## src/rtl/demux_reg_1ton_if.sv

```systemverilog
`default_nettype none
// ============================================================================
// Module      : demux_reg_1ton_if
// Description : Bundle of the flit input handshake and the per-port output
//               handshakes of demux_reg_1ton.
//               master : flit producer and output consumers (drives din,
//                        din_valid, sel, dout_ready)
//               slave  : the demultiplexer itself
//               Ports carried:
//                 din        [WIDTH]          input flit
//                 din_valid  [1]              input flit valid
//                 sel        [SEL_W]          destination port index
//                 din_ready  [1]              demux can accept din
//                 dout       [NUM_OUT*WIDTH]  port k data at [k*WIDTH +: WIDTH]
//                 dout_valid [NUM_OUT]        per-port head flit valid
//                 dout_ready [NUM_OUT]        per-port consumer ready
//                 sel_err    [1]              illegal-sel drop pulse
//                 drop_cnt   [16]             only with DEMUX_REG_DROP_CNT_EN
// Revision    : 1.0 - initial release
// ============================================================================
interface demux_reg_1ton_if #(
  parameter int WIDTH   = 1,
  parameter int NUM_OUT = 5,
  parameter int SEL_W   = 3
);
  logic [WIDTH-1:0]         din;
  logic                     din_valid;
  logic [SEL_W-1:0]         sel;
  logic                     din_ready;
  logic [NUM_OUT*WIDTH-1:0] dout;
  logic [NUM_OUT-1:0]       dout_valid;
  logic [NUM_OUT-1:0]       dout_ready;
  logic                     sel_err;
`ifdef DEMUX_REG_DROP_CNT_EN
  logic [15:0]              drop_cnt;
`endif

  modport master (
    output din, din_valid, sel, dout_ready,
`ifdef DEMUX_REG_DROP_CNT_EN
    input  drop_cnt,
`endif
    input  din_ready, dout, dout_valid, sel_err
  );

  modport slave (
    input  din, din_valid, sel, dout_ready,
`ifdef DEMUX_REG_DROP_CNT_EN
    output drop_cnt,
`endif
    output din_ready, dout, dout_valid, sel_err
  );
endinterface
`default_nettype wire

```

## src/rtl/demux_reg_1ton.sv

```systemverilog
`default_nettype none
// ============================================================================
// Module      : demux_reg_1ton
// Description : Registered 1-to-NUM_OUT flit demultiplexer with valid/ready
//               handshaking. Every output port owns a 2-entry skid FIFO, so a
//               stalled port never blocks flits headed for other ports.
//               Flits with sel >= NUM_OUT are accepted, dropped and flagged
//               with a one-cycle sel_err pulse.
// Ports       : clk   - rising-edge clock
//               reset - asynchronous, active-high reset
//               bus   - demux_reg_1ton_if.slave (din/din_valid/sel/din_ready,
//                       dout/dout_valid/dout_ready, sel_err, drop_cnt)
// Options     : DEMUX_REG_DROP_CNT_EN - adds the saturating 16-bit drop_cnt
//               output counting dropped illegal-sel flits.
// Revision    : 1.0 - initial release
// ============================================================================
module demux_reg_1ton #(
  parameter int WIDTH   = 1,
  parameter int NUM_OUT = 5,
  parameter int SEL_W   = 3
) (
  input  wire logic          clk,
  input  wire logic          reset,
  demux_reg_1ton_if.slave    bus
);

  // Extra bit so NUM_OUT == 2**SEL_W still compares correctly.
  localparam logic [SEL_W:0] c_num_out = (SEL_W+1)'(NUM_OUT);

  typedef enum logic [1:0] {
    ST_EMPTY = 2'd0,
    ST_ONE   = 2'd1,
    ST_TWO   = 2'd2
  } fifo_state_e;

  logic               w_sel_legal;
  logic               w_sel_full;
  logic               w_din_ready;
  logic               w_accept;
  logic               w_drop;
  logic [NUM_OUT-1:0] w_full;
  logic [NUM_OUT-1:0] w_push;
  logic               r_sel_err;

  // --------------------------------------------------------------------------
  // Input side: ready is derived from registered FIFO occupancy and sel only,
  // never from dout_ready, so no combinational path runs output -> input.
  // --------------------------------------------------------------------------
  assign w_sel_legal = ({1'b0, bus.sel} < c_num_out);

  always_comb begin
    w_sel_full = 1'b0;
    for (int k = 0; k < NUM_OUT; k++) begin
      if (bus.sel == SEL_W'(k)) begin
        w_sel_full = w_full[k];
      end
    end
  end

  assign w_din_ready = w_sel_legal ? ~w_sel_full : 1'b1;
  assign w_accept    = bus.din_valid & w_din_ready;
  assign w_drop      = w_accept & ~w_sel_legal;

  always_comb begin
    w_push = '0;
    for (int k = 0; k < NUM_OUT; k++) begin
      w_push[k] = w_accept & w_sel_legal & (bus.sel == SEL_W'(k));
    end
  end

  assign bus.din_ready = w_din_ready;

  // --------------------------------------------------------------------------
  // Per-port 2-entry FIFO: head register drives dout directly, tail holds the
  // second flit while the head is stalled.
  // --------------------------------------------------------------------------
  generate
    for (genvar k = 0; k < NUM_OUT; k++) begin : g_port
      fifo_state_e      r_state;
      fifo_state_e      w_state_nxt;
      logic [WIDTH-1:0] r_head;
      logic [WIDTH-1:0] r_tail;
      logic [WIDTH-1:0] w_head_nxt;
      logic [WIDTH-1:0] w_tail_nxt;
      logic             w_valid;
      logic             w_pop;

      assign w_valid   = (r_state != ST_EMPTY);
      assign w_pop     = w_valid & bus.dout_ready[k];
      assign w_full[k] = (r_state == ST_TWO);

      always_ff @(posedge clk or posedge reset) begin
        if (reset) begin
          r_state <= ST_EMPTY;
          r_head  <= '0;
          r_tail  <= '0;
        end else begin
          r_state <= w_state_nxt;
          r_head  <= w_head_nxt;
          r_tail  <= w_tail_nxt;
        end
      end

      always_comb begin
        w_state_nxt = r_state;
        w_head_nxt  = r_head;
        w_tail_nxt  = r_tail;
        case (r_state)
          ST_EMPTY: begin
            if (w_push[k]) begin
              w_state_nxt = ST_ONE;
              w_head_nxt  = bus.din;
            end
          end
          ST_ONE: begin
            if (w_push[k] && w_pop) begin
              // Head leaves and the new flit replaces it in the same edge.
              w_head_nxt = bus.din;
            end else if (w_push[k]) begin
              w_state_nxt = ST_TWO;
              w_tail_nxt  = bus.din;
            end else if (w_pop) begin
              w_state_nxt = ST_EMPTY;
            end
          end
          ST_TWO: begin
            // din_ready is low for this port, so only a pop can happen here.
            if (w_pop) begin
              w_state_nxt = ST_ONE;
              w_head_nxt  = r_tail;
            end
          end
          default: begin
            w_state_nxt = ST_EMPTY;
          end
        endcase
      end

      assign bus.dout[k*WIDTH +: WIDTH] = r_head;
      assign bus.dout_valid[k]          = w_valid;
    end
  endgenerate

  // --------------------------------------------------------------------------
  // Illegal-select reporting
  // --------------------------------------------------------------------------
  always_ff @(posedge clk or posedge reset) begin
    if (reset) begin
      r_sel_err <= 1'b0;
    end else begin
      r_sel_err <= w_drop;
    end
  end

  assign bus.sel_err = r_sel_err;

`ifdef DEMUX_REG_DROP_CNT_EN
  logic [15:0] r_drop_cnt;

  always_ff @(posedge clk or posedge reset) begin
    if (reset) begin
      r_drop_cnt <= '0;
    end else if (w_drop && (r_drop_cnt != 16'hFFFF)) begin
      r_drop_cnt <= r_drop_cnt + 16'd1;
    end
  end

  assign bus.drop_cnt = r_drop_cnt;
`else
`endif

endmodule
`default_nettype wire

```

## src/flat_wrapper.sv

```systemverilog
// flat-port wrapper written by rule: the top's interface ports become plain ports
module demux_reg_1ton_flat 
#(
  parameter int WIDTH   = 1,
  parameter int NUM_OUT = 5,
  parameter int SEL_W   = 3
)
  (clk, reset, bus_din, bus_din_valid, bus_sel, bus_dout_ready, bus_din_ready, bus_dout, bus_dout_valid, bus_sel_err);
  demux_reg_1ton_if #(.WIDTH(WIDTH), .NUM_OUT(NUM_OUT), .SEL_W(SEL_W)) bus_i ();
  input  wire logic clk;
  input  wire logic reset;
  input wire logic [$bits(bus_i.din)-1:0] bus_din;
  input wire logic [$bits(bus_i.din_valid)-1:0] bus_din_valid;
  input wire logic [$bits(bus_i.sel)-1:0] bus_sel;
  input wire logic [$bits(bus_i.dout_ready)-1:0] bus_dout_ready;
  output wire logic [$bits(bus_i.din_ready)-1:0] bus_din_ready;
  output wire logic [$bits(bus_i.dout)-1:0] bus_dout;
  output wire logic [$bits(bus_i.dout_valid)-1:0] bus_dout_valid;
  output wire logic [$bits(bus_i.sel_err)-1:0] bus_sel_err;
  assign bus_i.din = bus_din;
  assign bus_i.din_valid = bus_din_valid;
  assign bus_i.sel = bus_sel;
  assign bus_i.dout_ready = bus_dout_ready;
  assign bus_din_ready = bus_i.din_ready;
  assign bus_dout = bus_i.dout;
  assign bus_dout_valid = bus_i.dout_valid;
  assign bus_sel_err = bus_i.sel_err;
  demux_reg_1ton #(.WIDTH(WIDTH), .NUM_OUT(NUM_OUT), .SEL_W(SEL_W)) u_core (.clk(clk), .reset(reset), .bus(bus_i));
endmodule
```

## config.mk

```make
export PLATFORM = sky130hd
export DESIGN_NAME = demux_reg_1ton_flat
export DESIGN_NICKNAME = d
export VERILOG_FILES = /design/src/rtl/demux_reg_1ton_if.sv /design/src/rtl/demux_reg_1ton.sv /design/src/flat_wrapper.sv
export SDC_FILE = /design/constraint.sdc
export NUM_CORES = 1
export LEC_CHECK = 0
export BUFFER_PORTS_ARGS = -buffer_cell sky130_fd_sc_hd__buf_2
export CELL_PAD_IN_SITES_DETAIL_PLACEMENT = 0
export CELL_PAD_IN_SITES_GLOBAL_PLACEMENT = 1
export CORE_ASPECT_RATIO = 0.5
export CORE_MARGIN = 2
export CORE_UTILIZATION = 44
export CTS_CLUSTER_SIZE = 25
export DETAILED_ROUTE_END_ITERATION = 6
export PLACE_DENSITY_LB_ADDON = 0.12
export SETUP_SLACK_MARGIN = 0.4
export SYNTH_ARGS = -nofsm -noshare
export SYNTH_HDL_FRONTEND = slang
export SYNTH_SLANG_ARGS = --single-unit
```

## constraint.sdc

```tcl
create_clock -name clk -period 2.2 [get_ports clk]
set_input_delay 0.22 -clock clk [delete_from_list [all_inputs] [get_ports clk]]
set_output_delay 0.22 -clock clk [all_outputs]
set_load 0.05 [all_outputs]
```

# [Word level (Yosys, flattened, before mapping)]
# Cells that the tools add are included.
[word_totals] register_bits=21 inputBits=12 output_inout_bits=12 word_cells=168
[classes] magnitude_cmp=1 n_eq_ne=39 mux=56 n_bitwise=20 reduce_logical=36
[op_table] op="$mux W2" n=25
[op_table] op="$reduce_and A4 Y1" n=10
[op_table] op="$pmux W2 S3" n=5
[op_table] op="$mux W1" n=21
[op_table] op="$ne A2 B1 Y1 const B" n=10
[op_table] op="$ne A2 B2 Y1 const B" n=10
[op_table] op="$ne A3 B1 Y1 const B" n=5
[op_table] op="$pmux W1 S3" n=5
[op_table] op="$reduce_and A3 Y1" n=5
[op_table] op="$reduce_bool A3 Y1" n=5
[op_table] op="$and A1 B1 Y1" n=13
[op_table] op="$eq A2 B1 Y1 const B" n=5
[op_table] op="$eq A2 B2 Y1 const B" n=5
[op_table] op="$logic_not A2 Y1" n=5
[op_table] op="$reduce_bool A2 Y1" n=5
[op_table] op="$not A1 Y1" n=7
[op_table] op="$eq A3 B2 Y1 const B" n=2
[op_table] op="$logic_and A1 B1 Y1" n=5
[op_table] op="$eq A3 B1 Y1 const B" n=1
[op_table] op="$eq A3 B3 Y1 const B" n=1
[op_table] op="$logic_not A3 Y1" n=1
[op_table] op="$lt A3 B3 Y1 const B" n=1

# [Longest topological paths before layout]
[logic_depth] ltp_word=14 depth_mapped=5 ltp_nobuf=4

# [Least setup slack after synthesis]
# No wires, ideal clock.
[synth_path] path_type="reg2out" from="register u_core.g_port[2].r_state[0]" to="output port bus_din_ready" arrival_time_ps=1558 required_time_ps=1980 slack_ps=422 path_stages_with_launch=5 n_path_buf=0 path_cell_list="dfrtp_1 nand2b_1 mux4_2 nor2_1 a31oi_1"
[synth_between] elab_chain_cells=6
[synth_rtl] element="start, declared" line_no="demux_reg_1ton.sv:79" text="fifo_state_e r_state;"
[synth_rtl] element="start signal, assigned" line_no="demux_reg_1ton.sv:98" text="r_state <= w_state_nxt;"
[synth_rtl] element="$eq A2 B2 Y1" line_no="demux_reg_1ton.sv:90" text="assign w_full[k] = (r_state == ST_TWO);"
[synth_rtl] element="$mux W1 (3 in a row)" line_no="demux_reg_1ton.sv:54" text="if (bus.sel == SEL_W'(k)) begin"
[synth_rtl] element="$not A1 Y1" line_no="demux_reg_1ton.sv:60" text="assign w_din_ready = w_sel_legal ? ~w_sel_full : 1'b1;"
[synth_rtl] element="$mux W1" line_no="demux_reg_1ton.sv:60"
[synth_rtl] element="end, declared" line_no="flat_wrapper.sv:16" text="output wire logic [$bits(bus_i.din_ready)-1:0] bus_din_ready;"
# No other way between the ends.

# [Worst setup path in the final report]
# Ends and elaborated chain as after synthesis.

==> impl_metrics.env <==
export IMPL_outcome="finished, final reports clean"
export IMPL_route_detailed_wl_per_inst_um=12.3
export IMPL_antennaDiodeCount=0
export IMPL_post_synth_top_area_fraction=0.421
export IMPL_finalHoldViolations=0
export IMPL_slew_headroom=0.461
export IMPL_timing_hold_worst_class="primary input to async pin"
export IMPL_fp_dieW_um=79.3
export IMPL_drcViolationCount=0
export IMPL_antenna_violating_nets_post_route=0
export IMPL_period_needed_ns=1.81
export IMPL_synth_seq_cells=21
export IMPL_clock_path_buffers=2
export IMPL_insertion_delay_ns=0.26
export IMPL_asyncSetResetFlopFracSynth=1.00
export IMPL_power_combinational_fraction=0.299
export IMPL_layout_drive_gt1_share=0.351
export IMPL_synth_top_flop_cell="sky130_fd_sc_hd__dfrtp_1"
export IMPL_synth_top_cells_by_count="sky130_fd_sc_hd__dfrtp_1, sky130_fd_sc_hd__nand2_1, sky130_fd_sc_hd__a21oi_1, sky130_fd_sc_hd__buf_4, sky130_fd_sc_hd__nor2_1"
export IMPL_fin_nets=164
export IMPL_postLayoutCellArea_mm2=0.00145
export IMPL_clock_power_share=0.250
export IMPL_buffer_ports_inserted=23
export IMPL_dpl_hpwl_um=1700
export IMPL_core_area_mm2=0.00265
export IMPL_cpMaxStageDelayCell="sky130_fd_sc_hd__mux4_2"
export IMPL_power_switching_fraction=0.351
export IMPL_path_max_fanout=2
export IMPL_power_switching_mw=0.355
export IMPL_final_min_period_over_clock_period=0.820
export IMPL_grt_start_max_net_pins=22
export IMPL_boundaryPins=24
export IMPL_worst_setup_path_end_kind="output pin"
export IMPL_grt_pass1_vias=882
export IMPL_dieArea_mm2=0.00331
export IMPL_totalNegativeSetupSlack_ns=0
export IMPL_syn_cell_area_mm2=0.00125
export IMPL_cts_clock_pin_slew_for_the_worst_setup_and_hold_paths_ns=0.07
export IMPL_p_seq_frac=0.452
export IMPL_core_rowCount=13
export IMPL_synth_yosys_seq_area_share=0.421
export IMPL_die_height_um=41.7
export IMPL_worst_ep_arrival_time_ns=1.59
export IMPL_synth_edf_count=0
export IMPL_power_report_internal_total_mw=0.657
export IMPL_syn_num_nets=142
export IMPL_floorplan_initialDensity=0.471
export IMPL_unrepaired_setup_endpoints_after_global_routing="true"
export IMPL_synthDominantAreaCellType="sky130_fd_sc_hd__dfrtp_1"
export IMPL_setup_worst_path_class="register to output pin"
export IMPL_post_synth_top_count_cell="sky130_fd_sc_hd__dfrtp_1"
export IMPL_cts_tree="built"
export IMPL_area_growth_syn_to_layout_pct=16.0
export IMPL_groute_usage_overall=0.157
export IMPL_cts_buffers=3
export IMPL_wire_length_of_the_first_global_routing_pass_um=3940
export IMPL_most_area_consuming_cells_after_synthesis="sky130_fd_sc_hd__dfrtp_1, sky130_fd_sc_hd__buf_4, sky130_fd_sc_hd__a21oi_1"
export IMPL_timing_max_transition_violations_final=0
export IMPL_detailedRoute_firstIterationViolations=23
export IMPL_first_pass_iters=5
export IMPL_leakagePower_nw=0.657
export IMPL_yosysWarnings=0
export IMPL_finClkSkew_ns=0.00168
export IMPL_cp_cell_sequence="nand2b_4 -> mux4_2 -> nor2_2 -> a31oi_1 -> buf_4"
export IMPL_cts_hold_buffers_added=0
export IMPL_synth_cell_types=36
export IMPL_avgSynthCellArea_um2=9.61
export IMPL_num_vias=954
export IMPL_start_kind="register"
export IMPL_number_of_antenna_violations_at_the_first_check_in_global_routing=0
export IMPL_worst_pin_slew_ns=0.808
export IMPL_routed_wl_um=2320
export IMPL_final_setup_viol_count=0
export IMPL_max_freq_ghz=0.554
export IMPL_cp_required_ns=1.98
export IMPL_via_per_instance_ratio=5.07
export IMPL_ir_drop_mv=0.297
export IMPL_placed_area_mm2=0.00132
export IMPL_grt_overflow_total=0
export IMPL_clock_tree_root_cell="sky130_fd_sc_hd__clkbuf_8"
export IMPL_ctsHtreeMaxLevel=1
export IMPL_globalplace_congestion=0.761
export IMPL_clkSinkCount=21
export IMPL_max_cap_violations=0
export IMPL_worst_stage_delay_on_the_critical_path_ns=0.46
export IMPL_syn_inst=130
export IMPL_power_density_mw_per_mm2=699
metrics by stage:
stage	setup WS [ns]	util	hold WS (ns)	power, mW	cells
6_report	0.395	0.546	0.102	1.01	188
5_1_grt	0.303	0.546	0.162	1.07	188
4_1_cts	0.366	0.537	0.141	1.02	186
3_5_place_dp	0.466	0.498	0.422	0.752	178
3_3_place_gp	0.503	0.498	0.437	0.751	178
2_1_floorplan	0.422	-	0.197	0.732	130
sequential cells by signal, indices dropped and copies added (netlist names):
name and flops:
u_core.bus.sel_err 1, u_core.g_port.r_head 5, u_core.g_port.r_state 10, u_core.g_port.r_tail 5
final cells by class:
type,count,area [µm²]
Inverter,2,7.51
Timing Repair Buffer,29,163
Multi-Input combinational cell,95,658
Fill cell,251,1200
Sequential cell,21,529
Clock buffer,4,45.0
Tap cell,37,46.3
critical path: cells and delay by family (launching register included):
| kind | cells | cell delay, ns |
|---|---|---|
| compound gates | 1 | 0.04 |
| simple gates | 2 | 0.24 |
| flops | 1 | 0.39 |
| buf+inv | 1 | 0.20 |
| mux | 1 | 0.46 |
kinds of logic after synthesis:
| kind of cell | count (synthesis) | share of synthesized area |
|---|---|---|
| AOI/OAI and AO/OA | 25 | 0.122 |
| xor gates and xnor gates | 1 | 0.00702 |
| buffers and inverters | 14 | 0.0782 |
| DFF | 21 | 0.421 |
| muxes | 11 | 0.104 |
| and+or+nand+nor | 58 | 0.268 |
routing by layer:
metal  vias up  GRT usage  wire (µm)
met5         -          0          0
met4         0     0.0207          8
met3         2     0.0609        119
met2        23      0.229        981
met1       434      0.226       1210
li1        495          -          -
path summary, 6_finish.rpt:
path / endpoint / startpoint / depth (start not counted) / slack (ns)
min reg2reg: u_core.g_port[2].r_tail$_DFFE_PP0P_ / u_core.g_port[2].r_tail$_DFFE_PP0P_ / 1 / 0.50
max reg2reg: u_core.g_port[4].r_tail$_DFFE_PP0P_ / u_core.g_port[4].r_state[1]$_DFFE_PP0P_ / 3 / 0.75
min in group clk: u_core.g_port[0].r_state[1]$_DFFE_PP0P_ / bus_dout_ready[0] / 2 / 0.16
max in group asynchronous: u_core.g_port[0].r_state[1]$_DFFE_PP0P_ / reset / 2 / 1.54
max: bus_din_ready / u_core.g_port[2].r_state[0]$_DFFE_PP0P_ / 5 / 0.39
min: u_core.g_port[1].r_tail$_DFFE_PP0P_ / reset / 2 / 0.10
repair_timing:
item / in CTS / in global routing
setup endpoints to repair: 1 / 1
buffers inserted: 4 / 2
hold endpoints to repair: 0 / 0
gates resized for setup: 6 / 3
pin swaps: 1 / 1
layout by cell type, fill, tap and decap left out, drive strengths merged:
master / count
nor4bb: 1
o32ai: 1
a21oi: 11
dfrtp: 21
and4bb: 1
xor2: 1
or2: 7
mux2i: 4
mux4: 1
nor2b: 7
nand2b: 6
nor4: 1
a211oi: 4
nand4bb: 1
inv: 2
nor4b: 1
or2b: 1
mux2: 6
clkbuf: 4
o21ai: 4
nor2: 11
or4b: 1
a31oi: 1
nand4b: 1
buf: 29
nand2: 13
nor3: 6
a21o: 3
o22ai: 1
power by group through the flow:
stage,sequential [mW],combinational (mW),clock (mW)
global placement,0.468,0.282,0
global route,0.464,0.324,0.280
finish,0.457,0.302,0.253
CTS,0.457,0.302,0.259
detailed placement,0.470,0.282,0
floorplan,0.465,0.267,0
No activity file was read; power rests on OpenSTA's default activity.
